### config.mk
export PLATFORM = sky130hd
export DESIGN_NAME = uart_tx_flat
export DESIGN_NICKNAME = d
export VERILOG_FILES = /design/src/rtl/uart_tx_if.sv /design/src/rtl/uart_tx.sv /design/src/flat_wrapper.sv
export SDC_FILE = /design/constraint.sdc
export NUM_CORES = 1
export LEC_CHECK = 0
export CAP_MARGIN = 25
export CORE_ASPECT_RATIO = 0.5
export CORE_MARGIN = 5
export CORE_UTILIZATION = 55
export CTS_BUF_LIST = sky130_fd_sc_hd__clkbuf_8
export CTS_CLUSTER_SIZE = 16
export DETAILED_ROUTE_END_ITERATION = 7
export HOLD_SLACK_MARGIN = 0.05
export PLACE_DENSITY = 0.78
export SLEW_MARGIN = 10
export SYNTH_ARGS = -nofsm -noshare
export SYNTH_HDL_FRONTEND = slang
export SYNTH_SLANG_ARGS = --single-unit
### constraint.sdc
create_clock -name i_clk -period 2.98 [get_ports i_clk]
set_clock_uncertainty 0.15 [all_clocks]
set_input_delay 0.447 -clock i_clk [delete_from_list [all_inputs] [get_ports i_clk]]
set_output_delay 0.447 -clock i_clk [all_outputs]
set_load 0.005 [all_outputs]
### src/rtl/uart_tx_if.sv
// Byte-side handshake bundle for uart_tx: local logic offers a byte with i_dv,
// and the transmitter reports ready/busy/done back.
interface uart_tx_if;
  logic [7:0] i_data;
  logic       i_dv;
  logic       o_ready;
  logic       o_busy;
  logic       o_done;

  modport master (
    output i_data,
    output i_dv,
    input  o_ready,
    input  o_busy,
    input  o_done
  );

  modport slave (
    input  i_data,
    input  i_dv,
    output o_ready,
    output o_busy,
    output o_done
  );
endinterface

### src/rtl/uart_tx.sv
// UART transmitter, 8N1 by default (LSB first, 1 or 2 stop bits), back-to-back capable.
// Optional parity bit after the data bits when UART_TX_PARITY_EN is defined.
module uart_tx #(
  parameter int CLK_FREQ   = 50_000_000,
  parameter int BAUD       = 115200,
  parameter int STOP_BITS  = 1,
  parameter int PARITY_ODD = 0
) (
  input  logic      i_clk,
  input  logic      i_rst_n,
  uart_tx_if.slave  bus,
  output logic      o_tx
);

  localparam int CLKS_PER_BIT = CLK_FREQ / BAUD;
  localparam int BAUD_W       = (CLKS_PER_BIT > 1) ? $clog2(CLKS_PER_BIT) : 1;
  localparam logic [BAUD_W-1:0] BAUD_LAST = BAUD_W'(CLKS_PER_BIT - 1);
  // Stop bit index of the final stop bit; anything but 2 means a single stop bit.
  localparam logic [2:0] STOP_LAST = (STOP_BITS == 2) ? 3'd1 : 3'd0;

  if ((PARITY_ODD != 0) && (PARITY_ODD != 1)) begin : g_bad_parity_odd
    $error("uart_tx: PARITY_ODD must be 0 or 1");
  end

`ifdef UART_TX_PARITY_EN
  typedef enum logic [2:0] {S_IDLE, S_START, S_DATA, S_PARITY, S_STOP} state_t;
`else
  typedef enum logic [2:0] {S_IDLE, S_START, S_DATA, S_STOP} state_t;
`endif

  state_t              state_q, state_d;
  logic [BAUD_W-1:0]   baud_q,  baud_d;
  logic [2:0]          bit_q,   bit_d;
  logic [7:0]          shift_q, shift_d;
  logic                tx_q,    tx_d;
`ifdef UART_TX_PARITY_EN
  logic                parity_q, parity_d;
`endif

  logic bit_end;
  logic stop_end;
  logic ready;
  logic accept;

  assign bit_end  = (baud_q == BAUD_LAST);
  // Last clock of the final stop bit: frame is over, a new byte may be taken now.
  assign stop_end = (state_q == S_STOP) && bit_end && (bit_q == STOP_LAST);
  assign ready    = (state_q == S_IDLE) || stop_end;
  assign accept   = bus.i_dv && ready;

  always_comb begin
    state_d  = state_q;
    baud_d   = baud_q;
    bit_d    = bit_q;
    shift_d  = shift_q;
    tx_d     = tx_q;
`ifdef UART_TX_PARITY_EN
    parity_d = parity_q;
`endif

    if (state_q != S_IDLE) begin
      baud_d = bit_end ? '0 : baud_q + 1'b1;
    end

    // tx_d tracks the state being entered so the line changes on the same edge.
    case (state_q)
      S_IDLE: begin
        tx_d = 1'b1;
      end
      S_START: begin
        tx_d = 1'b0;
        if (bit_end) begin
          state_d = S_DATA;
          bit_d   = 3'd0;
          tx_d    = shift_q[0];
        end
      end
      S_DATA: begin
        tx_d = shift_q[0];
        if (bit_end) begin
          shift_d = shift_q >> 1;
          bit_d   = bit_q + 1'b1;
          if (bit_q == 3'd7) begin
`ifdef UART_TX_PARITY_EN
            state_d = S_PARITY;
            tx_d    = parity_q;
`else
            state_d = S_STOP;
            tx_d    = 1'b1;
`endif
          end else begin
            tx_d = shift_q[1];
          end
        end
      end
`ifdef UART_TX_PARITY_EN
      S_PARITY: begin
        tx_d = parity_q;
        if (bit_end) begin
          state_d = S_STOP;
          bit_d   = 3'd0;
          tx_d    = 1'b1;
        end
      end
`endif
      S_STOP: begin
        tx_d = 1'b1;
        if (bit_end) begin
          bit_d = bit_q + 1'b1;
          if (bit_q == STOP_LAST) begin
            state_d = S_IDLE;
            bit_d   = 3'd0;
          end
        end
      end
      default: begin
        state_d = S_IDLE;
        tx_d    = 1'b1;
      end
    endcase

    if (accept) begin
      state_d  = S_START;
      baud_d   = '0;
      bit_d    = 3'd0;
      shift_d  = bus.i_data;
      tx_d     = 1'b0;
`ifdef UART_TX_PARITY_EN
      parity_d = (PARITY_ODD != 0) ? ~^bus.i_data : ^bus.i_data;
`endif
    end
  end

  always_ff @(posedge i_clk or negedge i_rst_n) begin
    if (!i_rst_n) begin
      state_q  <= S_IDLE;
      baud_q   <= '0;
      bit_q    <= 3'd0;
      shift_q  <= 8'd0;
      tx_q     <= 1'b1;
`ifdef UART_TX_PARITY_EN
      parity_q <= 1'b0;
`endif
    end else begin
      state_q  <= state_d;
      baud_q   <= baud_d;
      bit_q    <= bit_d;
      shift_q  <= shift_d;
      tx_q     <= tx_d;
`ifdef UART_TX_PARITY_EN
      parity_q <= parity_d;
`endif
    end
  end

  assign o_tx        = tx_q;
  assign bus.o_ready = ready;
  assign bus.o_busy  = ~ready;
  assign bus.o_done  = stop_end;

endmodule

### src/flat_wrapper.sv
// flat-port wrapper written by rule: the top's interface ports become plain ports
module uart_tx_flat 
#(
  parameter int CLK_FREQ   = 50_000_000,
  parameter int BAUD       = 115200,
  parameter int STOP_BITS  = 1,
  parameter int PARITY_ODD = 0
)
  (i_clk, i_rst_n, o_tx, bus_i_data, bus_i_dv, bus_o_ready, bus_o_busy, bus_o_done);
  uart_tx_if bus_i ();
  input  logic i_clk;
  input  logic i_rst_n;
  output logic o_tx;
  input wire logic [$bits(bus_i.i_data)-1:0] bus_i_data;
  input wire logic [$bits(bus_i.i_dv)-1:0] bus_i_dv;
  output wire logic [$bits(bus_i.o_ready)-1:0] bus_o_ready;
  output wire logic [$bits(bus_i.o_busy)-1:0] bus_o_busy;
  output wire logic [$bits(bus_i.o_done)-1:0] bus_o_done;
  assign bus_i.i_data = bus_i_data;
  assign bus_i.i_dv = bus_i_dv;
  assign bus_o_ready = bus_i.o_ready;
  assign bus_o_busy = bus_i.o_busy;
  assign bus_o_done = bus_i.o_done;
  uart_tx #(.CLK_FREQ(CLK_FREQ), .BAUD(BAUD), .STOP_BITS(STOP_BITS), .PARITY_ODD(PARITY_ODD)) u_core (.i_clk(i_clk), .i_rst_n(i_rst_n), .bus(bus_i), .o_tx(o_tx));
endmodule
==> metrics <==
status=complete, no violations; # DRC=0; Post-synth EDFFs=0; unrepaired setup endpoints after global routing=no; power density over cell area=308 nW/um2; layout cells sized above 1=between 15 and 20%; via-per-instance ratio=5.67; startpoint class of the critical path=flop; Final min period=2.71 ns; io pins=15; CTS tree=built; largest net degree at the start of global routing=24; Starting Density=between 50% and 60%; Slew @ Worst Pin=~0.6 ns; final period utilization=90.9%; Avg Cell Area, Syn=10.9 um2; ys async rst share=100%; Total Wirelength=about 2800 um; die area=3870 um2; most common cell after layout, fill and taps aside=dfrtp_1; H-tree Lvls=1; final net count=~180; met2 Use GR=28.3%; CTS Root Cell=clkbuf_8; Final Max Tran Viols=0; TNS Setup=0 ns; DP Wirelength=2140 um; Clock transition at path regs=0.08 ns; FILL cells=220; Overflow after GRT=0; FF+latch count, synth=23; max_cap viols=0; met1 Track Usage GR=20.2%; Ant. Diodes=0; antenna violations before repair=0; Via Count=1071; most frequent cells in the layout=22 x dfrtp_1, 14 x clkdlybuf4s50_1, 12 x inv_1, 11 x ha_1, 8 x nand4_1; GR Util met3=under 10%; Synthesis Warnings=0; clk_lat worst skew=0.26 ns; Worst EP required=2.38 ns; Max rail drop VDD=slightly above 200 uV; Hold/Removal Path Class=in -> async; Rel. slew slack=around three fifths; CP endpoint kind=output pin; CTS Buf Count=3; PortBufs=14; WL/cell=~15 um; Synth cell types=44; first-pass GRT wire length=roughly 4900 um; Die X=83.1 um; worst-path maximum fanout=10; crit path kind=reg -> out; Placer Congestion=0.770; CTS Sinks=23; Final ANT Viol Nets=0; Hold Buf Count CTS=0; Area growth syn-to-layout=16.1%; CTS Buffer Depth=2; gr busiest metal=met2; row cnt=13; Leak=0.000807 uW; worst setup margin=0.271 ns; core area=2570 um2; synthesized net count=157; Fmax=0.369 GHz; GRT Total Usage=between 10% and 20%; ys flop type=dfrtp_1; Setup-failing EPs final=0; register area share after synthesis=around two fifths; CTS resizes=0; Post-Place Worst Slack=0.566 ns; DRT Pass-1 Iters=4; drt first-iter violations=39; postcts setup bufs=0; vias in the first global route=1035; Cell Area, Synth=1470 um2; Worst EP arrival=between 2 and 2.5 ns; Syn Inst Count=135; Die H=around 47 um; Hold Vio Cnt, Final=0
## state kept, by name, summed over array words and instances, names as in the netlist
register	flops
u_core.bit_q	3
u_core.baud_q	9
u_core.state_q	2
u_core.o_tx	1
u_core.shift_q	8
## final cells by class
class                   instances  area [um2]  share of cell area, %
multi-input cells              97         833                   48.9
well taps                      37        46.3                   2.71
flip-flops and latches         23         577                   33.8
clock inverters                 1        3.75                  0.220
clock buffers                   3        41.3                   2.42
repair buffers                 17         163                   9.54
inverters                      11        41.3                   2.42
## report_power, final
group / internal [uW] / switching [uW]
Clock: 91.9 / 97.5
Combinational: 13.9 / 9.82
Sequential: 312 / 0
## worst max-delay path, stage by stage, from the launching register on
cell	delay (ns)
dfrtp_1	0.41
inv_1	0.08
ha_1	0.16
and4_1	0.40
and3_1	0.28
clkdlybuf4s50_1	0.52
## cells by family (layout without fill, tap and decap cells)
family                   Yosys count  in the layout  synth area share (%)
AND/OR/NAND/NOR                   40             40                  17.8
AO/OA/AOI/OAI                     26             26                  13.6
flip-flops                        23             23                  39.3
multiplexers                      15             15                  12.9
buffers and inverters             15             32                  4.00
adder cells (fa/ha/maj)           11             11                  9.37
XOR/XNOR                           5              5                  2.98
## Yosys cell counts, types with 2 or more instances
| cell type | n | area share (%) |
|---|---|---|
| nor2_1 | 5 | 1.3 |
| a21oi_1 | 2 | 0.68 |
| or3_1 | 2 | 0.85 |
| and4_1 | 3 | 1.8 |
| o22ai_1 | 2 | 0.85 |
| and3_1 | 2 | 0.85 |
| o2bb2ai_1 | 3 | 1.8 |
| inv_1 | 11 | 2.8 |
| mux2_2 | 7 | 5.4 |
| a31oi_1 | 2 | 0.85 |
| nor2b_1 | 2 | 0.85 |
| nor4_1 | 2 | 0.85 |
| nand4_1 | 8 | 3.4 |
| nand2_1 | 6 | 1.5 |
| a21boi_0 | 2 | 1.0 |
| nand2b_1 | 2 | 0.85 |
| xnor2_1 | 3 | 1.8 |
| dfrtp_1 | 22 | 37 |
| clkbuf_1 | 2 | 0.51 |
| nand3_1 | 2 | 0.68 |
| mux2_4 | 6 | 6.1 |
| ha_1 | 11 | 9.4 |
| a21o_1 | 2 | 1.0 |
| o31ai_1 | 2 | 1.0 |
| xor2_1 | 2 | 1.2 |
| o21ai_0 | 4 | 1.4 |
## metrics by stage
| stage | instances | hold WS (ns) | util (%) | instance area, um2 | total power (uW) |
|---|---|---|---|---|---|
| finish | 189 | 0.376 | 66.4 | 1710 | 525 |
| global route | 189 | 0.403 | 66.4 | 1710 | 545 |
| CTS | 189 | 0.379 | 66.4 | 1710 | 533 |
| detailed placement | 185 | 0.359 | 64.6 | 1660 | 342 |
| global placement | 185 | 0.364 | 64.6 | 1660 | 342 |
| floorplan | 135 | 0.00141 | - | 1470 | 321 |
## final timing paths
check | startpoint | to | slack (ns) | cells past startpoint
setup / recovery | u_core.baud_q[1] | bus_o_done | 0.27 | 5
hold / removal | i_rst_n | u_core.baud_q[5] | 0.38 | 2
hold reg to reg | u_core.bit_q[0] | u_core.bit_q[0] | 0.38 | 1
max in group asynchronous | i_rst_n | u_core.o_tx | 2.02 | 2
setup reg to reg | u_core.state_q[0] | u_core.state_q[0] | 0.70 | 6
min in group i_clk | u_core.bit_q[0] | u_core.bit_q[0] | 0.38 | 1
## layer usage
layer  up-vias  wire [um]
li1        533          -
met5         -          0
met4         0         53
met3         6         90
met1       513       1360
met2        19       1280
No activity file was read; power rests on OpenSTA's default activity.
